### src/rtl/req_encoder_4to2_pkg.sv
`default_nettype none
// ============================================================================
// Module   : req_encoder_4to2_pkg
// Purpose  : Shared types, constants and helpers for the sequential 4-to-2
//            request encoder and its priority-encoder building block.
// Revision : 1.0  initial release
// ============================================================================
package req_encoder_4to2_pkg;

  // Width of the request word and of the encoded index
  localparam int unsigned c_N_IN  = 4;
  localparam int unsigned c_IDX_W = 2;

  // Two-state controller: waiting for a word, or streaming its indices out
  typedef enum logic [0:0] {
    IDLE = 1'b0,
    EMIT = 1'b1
  } state_t;

  // Number of set bits in a request word; a count of one marks the last index
  function automatic logic [2:0] onehot_count(input logic [c_N_IN-1:0] v);
    logic [2:0] cnt;
    cnt = 3'd0;
    for (int i = 0; i < int'(c_N_IN); i++) begin
      cnt = cnt + {2'b00, v[i]};
    end
    return cnt;
  endfunction

endpackage : req_encoder_4to2_pkg
`default_nettype wire

### src/rtl/req_encoder_4to2_prio_enc4.sv
`default_nettype none
// ============================================================================
// Module   : prio_enc4
// Purpose  : Bare combinational 4-input priority encoder. dir=1 selects the
//            lowest set bit, dir=0 the highest. any flags a non-zero input;
//            idx is 0 when no bit is set.
// Revision : 1.0  initial release
// ============================================================================
module prio_enc4
  import req_encoder_4to2_pkg::*;
(
  input  logic [c_N_IN-1:0]  d,
  input  logic               dir,
  output logic [c_IDX_W-1:0] idx,
  output logic               any
);

  // Scan so that the winning bit is the last one assigned in the loop
  always_comb begin
    idx = '0;
    any = |d;
    if (dir) begin
      for (int i = int'(c_N_IN) - 1; i >= 0; i--) begin
        if (d[i]) idx = c_IDX_W'(i);
      end
    end else begin
      for (int i = 0; i < int'(c_N_IN); i++) begin
        if (d[i]) idx = c_IDX_W'(i);
      end
    end
  end

endmodule : prio_enc4
`default_nettype wire

### src/rtl/req_encoder_4to2.sv
`default_nettype none
// ============================================================================
// Module   : req_encoder_4to2
// Purpose  : Sequential 4-to-2 encoder. Accepts a request word over a
//            valid/ready handshake and emits the index of every set bit,
//            one per output handshake, in priority order, marking the final
//            index with b_last. An all-zero word produces a zero_err pulse.
// Revision : 1.0  initial release
// ============================================================================
module req_encoder_4to2
  import req_encoder_4to2_pkg::*;
#(
  parameter bit          LOW_FIRST = 1'b1,
  parameter int unsigned N_IN      = 4
) (
  input  logic               clk,
  input  logic               rst_n,
  input  logic               d_valid,
  output logic               d_ready,
  input  logic [N_IN-1:0]    d,
  output logic               b_valid,
  input  logic               b_ready,
  output logic [c_IDX_W-1:0] b,
  output logic               b_last,
  output logic               zero_err
);

  // Only the 4-input form exists in this revision
  generate
    if (N_IN != c_N_IN) begin : g_bad_n_in
      $error("req_encoder_4to2: N_IN must be 4");
    end
  endgenerate

  state_t              r_state;
  logic [N_IN-1:0]     r_pend;
  logic                r_d_ready;
  logic                r_b_valid;
  logic                r_zero_err;

  logic [c_IDX_W-1:0]  w_idx;
  logic                w_any;
  logic                w_last;
  logic [N_IN-1:0]     w_clr_mask;

  // Selects the next index to emit from the still-pending bits
  prio_enc4 u_prio_enc4 (
    .d   (r_pend),
    .dir (LOW_FIRST),
    .idx (w_idx),
    .any (w_any)
  );

  assign w_last     = (onehot_count(r_pend) == 3'd1);
  assign w_clr_mask = {{(N_IN-1){1'b0}}, 1'b1} << w_idx;

  // Controller: accept a word in IDLE, stream its indices in EMIT
  always_ff @(posedge clk or negedge rst_n) begin
    if (!rst_n) begin
      r_state    <= IDLE;
      r_pend     <= '0;
      r_d_ready  <= 1'b0;
      r_b_valid  <= 1'b0;
      r_zero_err <= 1'b0;
    end else begin
      r_zero_err <= 1'b0;
      case (r_state)
        IDLE: begin
          r_d_ready <= 1'b1;
          if (d_valid && r_d_ready) begin
            if (d != '0) begin
              r_pend    <= d;
              r_state   <= EMIT;
              r_d_ready <= 1'b0;
              r_b_valid <= 1'b1;
            end else begin
              r_zero_err <= 1'b1;
            end
          end
        end
        EMIT: begin
          if (r_b_valid && b_ready) begin
            r_pend <= r_pend & ~w_clr_mask;
            if (w_last) begin
              r_state   <= IDLE;
              r_d_ready <= 1'b1;
              r_b_valid <= 1'b0;
            end
          end
        end
        default: begin
          r_state   <= IDLE;
          r_pend    <= '0;
          r_d_ready <= 1'b0;
          r_b_valid <= 1'b0;
        end
      endcase
    end
  end

  // Index outputs come straight from the pending register, gated by valid
  assign d_ready  = r_d_ready;
  assign b_valid  = r_b_valid;
  assign b        = (r_b_valid && w_any) ? w_idx : '0;
  assign b_last   = r_b_valid && w_last;
  assign zero_err = r_zero_err;

endmodule : req_encoder_4to2
`default_nettype wire

### config.mk
export PLATFORM = sky130hd
export DESIGN_NAME = req_encoder_4to2
export DESIGN_NICKNAME = d
export VERILOG_FILES = /design/src/rtl/req_encoder_4to2_pkg.sv /design/src/rtl/req_encoder_4to2_prio_enc4.sv /design/src/rtl/req_encoder_4to2.sv
export SDC_FILE = /design/constraint.sdc
export NUM_CORES = 1
export LEC_CHECK = 0
export BUFFER_PORTS_ARGS = -buffer_cell sky130_fd_sc_hd__buf_2
export CELL_PAD_IN_SITES_DETAIL_PLACEMENT = 0
export CELL_PAD_IN_SITES_GLOBAL_PLACEMENT = 1
export CORE_MARGIN = 1
export CORE_UTILIZATION = 32
export DETAILED_ROUTE_END_ITERATION = 8
export PLACE_DENSITY_LB_ADDON = 0.12
export SETUP_SLACK_MARGIN = 0.5
export SLEW_MARGIN = 40
export SYNTH_ARGS = -nofsm -noshare
export SYNTH_HDL_FRONTEND = slang
export SYNTH_SLANG_ARGS = --single-unit
### constraint.sdc
create_clock -name clk -period 2.65 [get_ports clk]
set_input_delay 0.795 -clock clk [delete_from_list [all_inputs] [get_ports clk]]
set_output_delay 0.795 -clock clk [all_outputs]
set_load 0.02 [all_outputs]
# Word-level counts from Yosys, hierarchy flattened
# Cells that the tools add are included.
# word_totals
elab_cells,52
regBits,8
# op_classes
bitwise,3
reduce_logical,9
n_mux,26
eq_ne,5
n_addsub,3
n_shift,1
# op_table
operator,count
2-to-1 mux 1 bit,14
2-to-1 mux 4 bit,3
2-to-1 mux 2 bit,5
case mux 4 bit (2 select lines),1
case mux 1 bit (2 select lines),3
AND 4 bit,1
logical AND 1 bit,4
!= test 2 x 1 -> 1 bit (second input constant),2
!= test 2 bit (second input constant),2
NOT 4 bit,1
AND reduction 4 bit,1
nonzero test 4 bit,1
OR reduction 4 bit,1
<< shifter 1 x 2 -> 4 bit (first input constant),1
adder 2 x 1 -> 3 bit,1
adder 3 x 1 -> 3 bit,1
equality test 3 x 1 -> 1 bit (second input constant),1
AND reduction 3 bit,1
adder 1 x 1 -> 2 bit,1
AND reduction 2 bit,1
NOT 1 bit,1

# Longest topological paths before layout
# Gate-level depths: netlist (run 1).
# logic_depth
depth_word,9
depth_mapped,8

# Cells and area by module
# A second synthesis (run 1) with hierarchy kept.
# unflattened
hier_cells,54
hier_area_um2,530.5
# by_module_without_submodules
mod,cells_per_inst,area_each_um2,instances,seq_area_each_um2
req_encoder_4to2,46,483.0,1,200.2
prio_enc4,8,47.5,1,0.0

# Worst setup path before layout (run 1)
# OpenSTA, ideal clock, no wires.
# synth_path
kind,reg-to-output
startpoint,reg r_pend[0]
endpoint,out b_last
t_required_ns,1.855
path_stages_with_launch,8
setup_slack_ns,-0.393
arrival_time_ns,2.248
path_cell_list,dfrtp_1 inv_1 fa_1 inv_1 ha_1 ha_1 or3b_2 nor2_1
# synth_between
elab_chain_cells,5
# synth_rtl
element,line,rtl
start: declaration,req_encoder_4to2.sv:36,logic [N_IN-1:0] r_pend;
start signal: assignment,req_encoder_4to2.sv:83,r_pend <= r_pend & ~w_clr_mask;
adder 1 x 1 -> 2 bit,req_encoder_4to2_pkg.sv:25,"cnt = cnt + {2'b00, v[i]};"
adder 2 x 1 -> 3 bit,req_encoder_4to2_pkg.sv:25,
adder 3 x 1 -> 3 bit,req_encoder_4to2_pkg.sv:25,
equality test 3 x 1 -> 1 bit,req_encoder_4to2.sv:54,assign w_last = (onehot_count(r_pend) == 3'd1);
logical AND 1 bit,req_encoder_4to2.sv:105,assign b_last = r_b_valid && w_last;
end: declaration,req_encoder_4to2.sv:24,"output logic b_last,"
# No other way between the ends.

# Worst setup path in the final report (run 1)
# Ends and elaborated chain as after synthesis.

==> results.json, run 1 <==
{
  "grt_usage": 0.154,
  "ys_seq_area_frac": 0.402,
  "power_switching_w": 0.000508,
  "numClockSinks": 8,
  "cts-htree-levels": 1,
  "critPathLaunchType": "flip-flop",
  "critPathKind": "reg2out",
  "cell_types_occupying_the_most_area_after_synthesis": "dfrtp_1, ha_1, inv_1",
  "detailroute.via_count": 469,
  "fillCellCount": 143,
  "core_area_mm2": 0.00137,
  "cts.hold.buffers_added": 0,
  "layout_skew_ps": 0.480,
  "num-nets-final": 91,
  "rsz0062_at_grt": "yes",
  "worst_slack_ps": -346,
  "grt_pass1_vias": 433,
  "area_growth_syn_to_layout_pct": 53.0,
  "io_buffer_count": 13,
  "ir_worst_vdd_v": 0.00115,
  "fp.dieH_um": 41.5,
  "power.clock.fraction": 0.069,
  "dp_hpwl_um": 859,
  "worstPathMaxFanout": 2,
  "grt_max_degree": 9,
  "clk_pin_slew_ps": 40,
  "multi_input_comb_area_um2": 322,
  "dr.pass1.iters": 4,
  "worstPathRequired_ps": 1860,
  "static-leakage-power_nw": 0.382,
  "detail_route.wirelength_mm": 1.14,
  "dieWidth_um": 41.5,
  "mean_instance_size_in_the_synthesized_netlist_um2": 10.2,
  "synthesis.area_um2": 498,
  "synth_ff_type": "dfrtp_1",
  "cap_viol_max_count": 0,
  "finalWeightedCongestion": 0.693,
  "yosys.cell_count.top_type": "dfrtp_1",
  "regArea_um2": 200,
  "timing.setup.tns_ps": -346,
  "worstSkewPairLatency_ps": 240,
  "drcViolationCount": 0,
  "critical_path_data_arrival_time_ps": 2200,
  "tritoncts": "done",
  "outcome": "complete, but fails checks",
  "synth_async_sr_flop_share": 1.00,
  "setup-violations-final": 1,
  "proportion_of_layout_cells_with_a_drive_suffix_above_1": 0.579,
  "finish.instance_area_um2": 762,
  "min_period_ps": 3000,
  "antenna_cells": 0,
  "row_count": 13,
  "dpl-instance-area_um2": 647,
  "failed_checks": "negative setup slack",
  "synth_top_area_frac": 0.402,
  "grt_antenna_before_repair": 0,
  "ctsRootBufferMaster": "clkbuf_4",
  "synth.lib_cells_used.distinct": 26,
  "synthesis.instances": 49,
  "period_share": 1.13,
  "avgRoutedWirePerCell_um": 12.5,
  "yosys.area.top_type": "dfrtp_1",
  "effective_utilization_at_floorplan": 0.364,
  "grt_total_ovfl": 0,
  "combPwrFrac": 0.749,
  "synthesis.nets": 62,
  "die_area_mm2": 0.00172,
  "internal-power_w": 0.000726,
  "drtIter0Drc": 7,
  "maxClockFrequency_mhz": 334,
  "viasPerCell": 5.15,
  "ant_nets": 0,
  "design_power_total_w": 0.00123,
  "cts-buffers-inserted": 3,
  "hold_path_class": "in2async",
  "layoutNonFillerInstCount": 91,
  "worst_slack_on_hold_paths_ps": 382,
  "cts-root-to-sink-buffers": 2,
  "synth-edff-count": 0,
  "setup.worst_path.end_class": "output pin",
  "tightest_slew_ps": 276,
  "slew_headroom": 0.815,
  "placedCellCount": 84,
  "yosys-top-cells-count": "dfrtp_1, inv_1, nand2_1, ha_1, nor2_1",
  "synth_warnings": 0,
  "floorplan.io_pins": 14,
  "power_switching_share": 0.412,
  "finalHoldViolCount": 0,
  "finalMaxSlewViolations": 0,
  "power_frac_seq": 0.182,
  "power_per_cell_area_mw_per_mm2": 1620,
  "total_of_flip_flops_plus_latches_after_synthesis": 8,
  "global_route_wire_length_before_repair_mm": 1.96
}
-- routing by layer --
layer  wire [um]  vias up  GRT usage
met5           0        -          0
met4           0        0     0.0387
met1         500      229      0.191
met2         579       11      0.234
met3          60        0     0.0783
li1            -      229          -
-- registers in the layout (all words and copies together) (netlist names) --
signal	flops
b_valid	1
d_ready	1
r_pend	4
r_state	1
zero_err	1
-- what timing repair did --
| item | in CTS | in global routing |
|---|---|---|
| endpoints found under the setup margin | 6 | 6 |
| gates resized for setup | 14 | 1 |
| buffers inserted | 3 | 1 |
| pin swaps | 8 | 6 |
| endpoints found under the hold margin | 0 | 0 |
-- metrics by stage --
stage           util  setup WS (ps)
4_1_cts        0.549           -378
2_1_floorplan      -           -119
6_report       0.558           -346
3_5_place_dp   0.473           -213
3_3_place_gp   0.473           -184
5_1_grt        0.558           -454
-- cell families after synthesis --
| logic type | share of synthesized area |
|---|---|
| AO/OA/AOI/OAI | 0.196 |
| adder cells (fa/ha/maj) | 0.141 |
| buffers and inverters | 0.0628 |
| flip-flops | 0.402 |
| AND/OR/NAND/NOR | 0.199 |
-- cell usage in the layout, fill, tap and decap left out, drive strengths merged --
cell type / count
or3b: 1
inv: 7
o21ai: 2
and2: 1
a21boi: 1
nand3: 1
or4: 1
a221oi: 1
and3b: 1
fa: 1
nor2: 3
nor4: 1
ha: 4
a2bb2oi: 1
o21a: 1
nand2: 5
dfrtp: 8
clkbuf: 3
and2b: 1
buf: 25
nand2b: 1
a22o: 1
nor3: 1
a221o: 2
a21oi: 1
o311a: 1
-- power groups by stage --
stage          logic (W)  clock network, W  registers [W]
3_5_place_dp    0.000699                 0       0.000223
3_3_place_gp    0.000702                 0       0.000218
4_1_cts         0.000908         0.0000889       0.000227
5_1_grt          0.00102         0.0000987       0.000235
2_1_floorplan   0.000425                 0       0.000245
6_report        0.000925         0.0000849       0.000225
-- worst paths after layout --
path	startpoint	endpoint	slack [ps]	depth (start not counted)
min in group clk	d_ready$_DFFE_PN0P_	d_ready$_DFFE_PN0P_	500	1
worst min register to register	d_ready$_DFFE_PN0P_	d_ready$_DFFE_PN0P_	500	1
worst min-delay path	rst_n	zero_err$_DFF_PN0_	380	1
worst max-delay path	r_pend[0]$_DFFE_PN0P_	b_last	-350	8
max in group asynchronous	rst_n	b_valid$_DFFE_PN0P_	2110	1
worst max register to register	r_pend[0]$_DFFE_PN0P_	d_ready$_DFFE_PN0P_	350	10
-- area by class of cell --
class                      count  area share
inverter                       7      0.0345
timing repair buffer          25       0.227
tap                           15      0.0246
clock buffer                   3      0.0296
multi-input combinational     33       0.422
sequential                     8       0.263
-- critical path, cell delays in order, from the launching register on --
cell and delay, ps:
dfrtp_1 360, inv_2 60, fa_1 530, inv_1 40
ha_2 170, ha_4 200, or3b_4 380, nor2_4 90
buf_6 120
No activity file was read; power rests on OpenSTA's default activity.
==> run 2, diff against run 1 <==
BUFFER_PORTS_ARGS = default   (was -buffer_cell sky130_fd_sc_hd__buf_2)
CORE_AREA = 2 2 39 41   (was default)
CORE_MARGIN = default   (was 1)
CORE_UTILIZATION = default   (was 32)
CTS_BUF_LIST = sky130_fd_sc_hd__clkbuf_8   (was default)
DIE_AREA = 0 0 41 43   (was default)
DONT_BUFFER_PORTS = 1   (was default)
==> run 2 against run 1 <==
- the run still ends with negative setup slack left
- clock skew grew 1.6 ps
- die area rose by 2.6%
- sequential share of layout area shrank 0.80 points
- non-clock buffer count decreased by 6
- register-to-register slack lost 530 ps
- cell count is 5.5% lower
- core utilization rose by 1.4 points
- global-route usage increased by 5.6 points
- wire length grew 22%
- flip-flop and latch count stayed put
- critical path type unchanged
==> results.json, run 2 (synthesis gave the netlist of run 1 again) <==
{
  "outcome": "complete, but fails checks",
  "failed_checks": "negative setup slack",
  "ctsRootBufferMaster": "clkbuf_8",
  "clk_pin_slew_ps": 40,
  "viasPerCell": 5.16,
  "cts-htree-levels": 1,
  "grt_antenna_before_repair": 0,
  "worstSkewPairLatency_ps": 230,
  "finalWeightedCongestion": 0.736,
  "detailroute.via_count": 444,
  "cts-buffers-inserted": 3,
  "numClockSinks": 8,
  "layout_skew_ps": 2.09,
  "maxClockFrequency_mhz": 339,
  "hold_path_class": "in2async",
  "tritoncts": "done",
  "area_growth_syn_to_layout_pct": 58.8,
  "slew_headroom": 0.807,
  "grt_max_degree": 9,
  "worstPathRequired_ps": 1860,
  "floorplan.io_pins": 14,
  "avgRoutedWirePerCell_um": 16.1,
  "finalMaxSlewViolations": 0,
  "cap_viol_max_count": 0,
  "rsz0062_at_grt": "yes",
  "critPathKind": "reg2out",
  "setup.worst_path.end_class": "output pin",
  "multi_input_comb_area_um2": 329,
  "regArea_um2": 201,
  "grt_pass1_vias": 522,
  "largest_register_ff_count": 4,
  "num-nets-final": 85,
  "dp_hpwl_um": 871,
  "period_share": 1.11,
  "min_period_ps": 2950,
  "mostFrequentLayoutCell": "buf_4",
  "io_buffer_count": 0,
  "proportion_of_layout_cells_with_a_drive_suffix_above_1": 0.571,
  "ant_nets": 0,
  "drcViolationCount": 0,
  "finalHoldViolCount": 0,
  "dr.pass1.iters": 4,
  "critical_path_data_arrival_time_ps": 2160,
  "layout_common_cells": "buf_4, buf_6, dfrtp_1, nand2_1, inv_2",
  "tightest_slew_ps": 289,
  "drtIter0Drc": 4,
  "die_area_mm2": 0.00176,
  "antenna_cells": 0,
  "worstPathMaxFanout": 2,
  "core_area_mm2": 0.00138,
  "row_count": 14,
  "detail_route.wirelength_mm": 1.39,
  "fp.dieH_um": 43,
  "worst_slack_ps": -304,
  "grt_usage": 0.209,
  "critPathLaunchType": "flip-flop",
  "global_route_wire_length_before_repair_mm": 2.38,
  "dieWidth_um": 41,
  "fillCellCount": 126,
  "cts.hold.buffers_added": 0,
  "cts-root-to-sink-buffers": 2,
  "largest-register": "r_pend",
  "place_worst_setup_slack_ps": -134,
  "grt_total_ovfl": 0,
  "setup-violations-final": 4,
  "effective_utilization_at_floorplan": 0.360
}
run 2: changes by cell type in the layout (fill, tap and decap cells not counted), sizes merged:
cell	change
buf	-6
run 2: worst paths after layout:
path	to	slack, ps	startpoint	cells after the start
max	b_last	-300	r_pend[3]$_DFFE_PN0P_	7
min	zero_err$_DFF_PN0_	260	rst_n	0
max reg2reg	d_ready$_DFFE_PN0P_	-180	r_pend[3]$_DFFE_PN0P_	15
min reg2reg	b_valid$_DFFE_PN0P_	600	b_valid$_DFFE_PN0P_	2
max in group asynchronous	b_valid$_DFFE_PN0P_	2310	rst_n	0
min in group clk	b_valid$_DFFE_PN0P_	600	b_valid$_DFFE_PN0P_	2
run 2: repair_timing:
action / 4_1_cts / 5_1_grt
pin swaps: 7 / 9
gates resized for setup: 17 / 4
setup endpoints to repair: 5 / 6
buffers inserted: 9 / 1
run 2: per-layer routing:
layer,vias up,GRT usage,wire (um)
met1,218,0.241,548
met2,10,0.338,756
met5,-,0,0
li1,212,-,-
met3,4,0.0576,52
met4,0,0.100,31
run 2: area by class of cell:
| cell class | instances | area share |
|---|---|---|
| Timing Repair Buffer | 19 | 0.218 |
| Clock buffer | 3 | 0.0522 |
| Multi-Input combinational cell | 33 | 0.416 |
| Inverter | 7 | 0.0332 |
| Sequential cell | 8 | 0.255 |
| Tap cell | 16 | 0.0253 |
run 2: stage by stage:
step / instances / setup TNS [ps] / utilization / hold WS, ps / cell area (um^2)
5_1_grt: 86 / -1180 / 0.571 / 250 / 791
4_1_cts: 85 / -989 / 0.555 / 253 / 768
2_1_floorplan: 49 / -119 / - / 499 / 508
3_3_place_gp: 73 / -97.7 / 0.427 / 500 / 591
3_5_place_dp: 73 / -134 / 0.427 / 500 / 591
6_report: 86 / -807 / 0.571 / 258 / 791
run 2: worst max-delay path, stage by stage, from the launching register on:
cell and delay (ps):
dfrtp_1 350, inv_2 50, fa_1 550, inv_2 50
ha_4 150, ha_4 200, or3b_4 390, nor2_4 180
Power of run 2 is left out: the tool's default activity adds up to more than one toggle a clock period on the data nets, which glitch-free logic cannot reach.
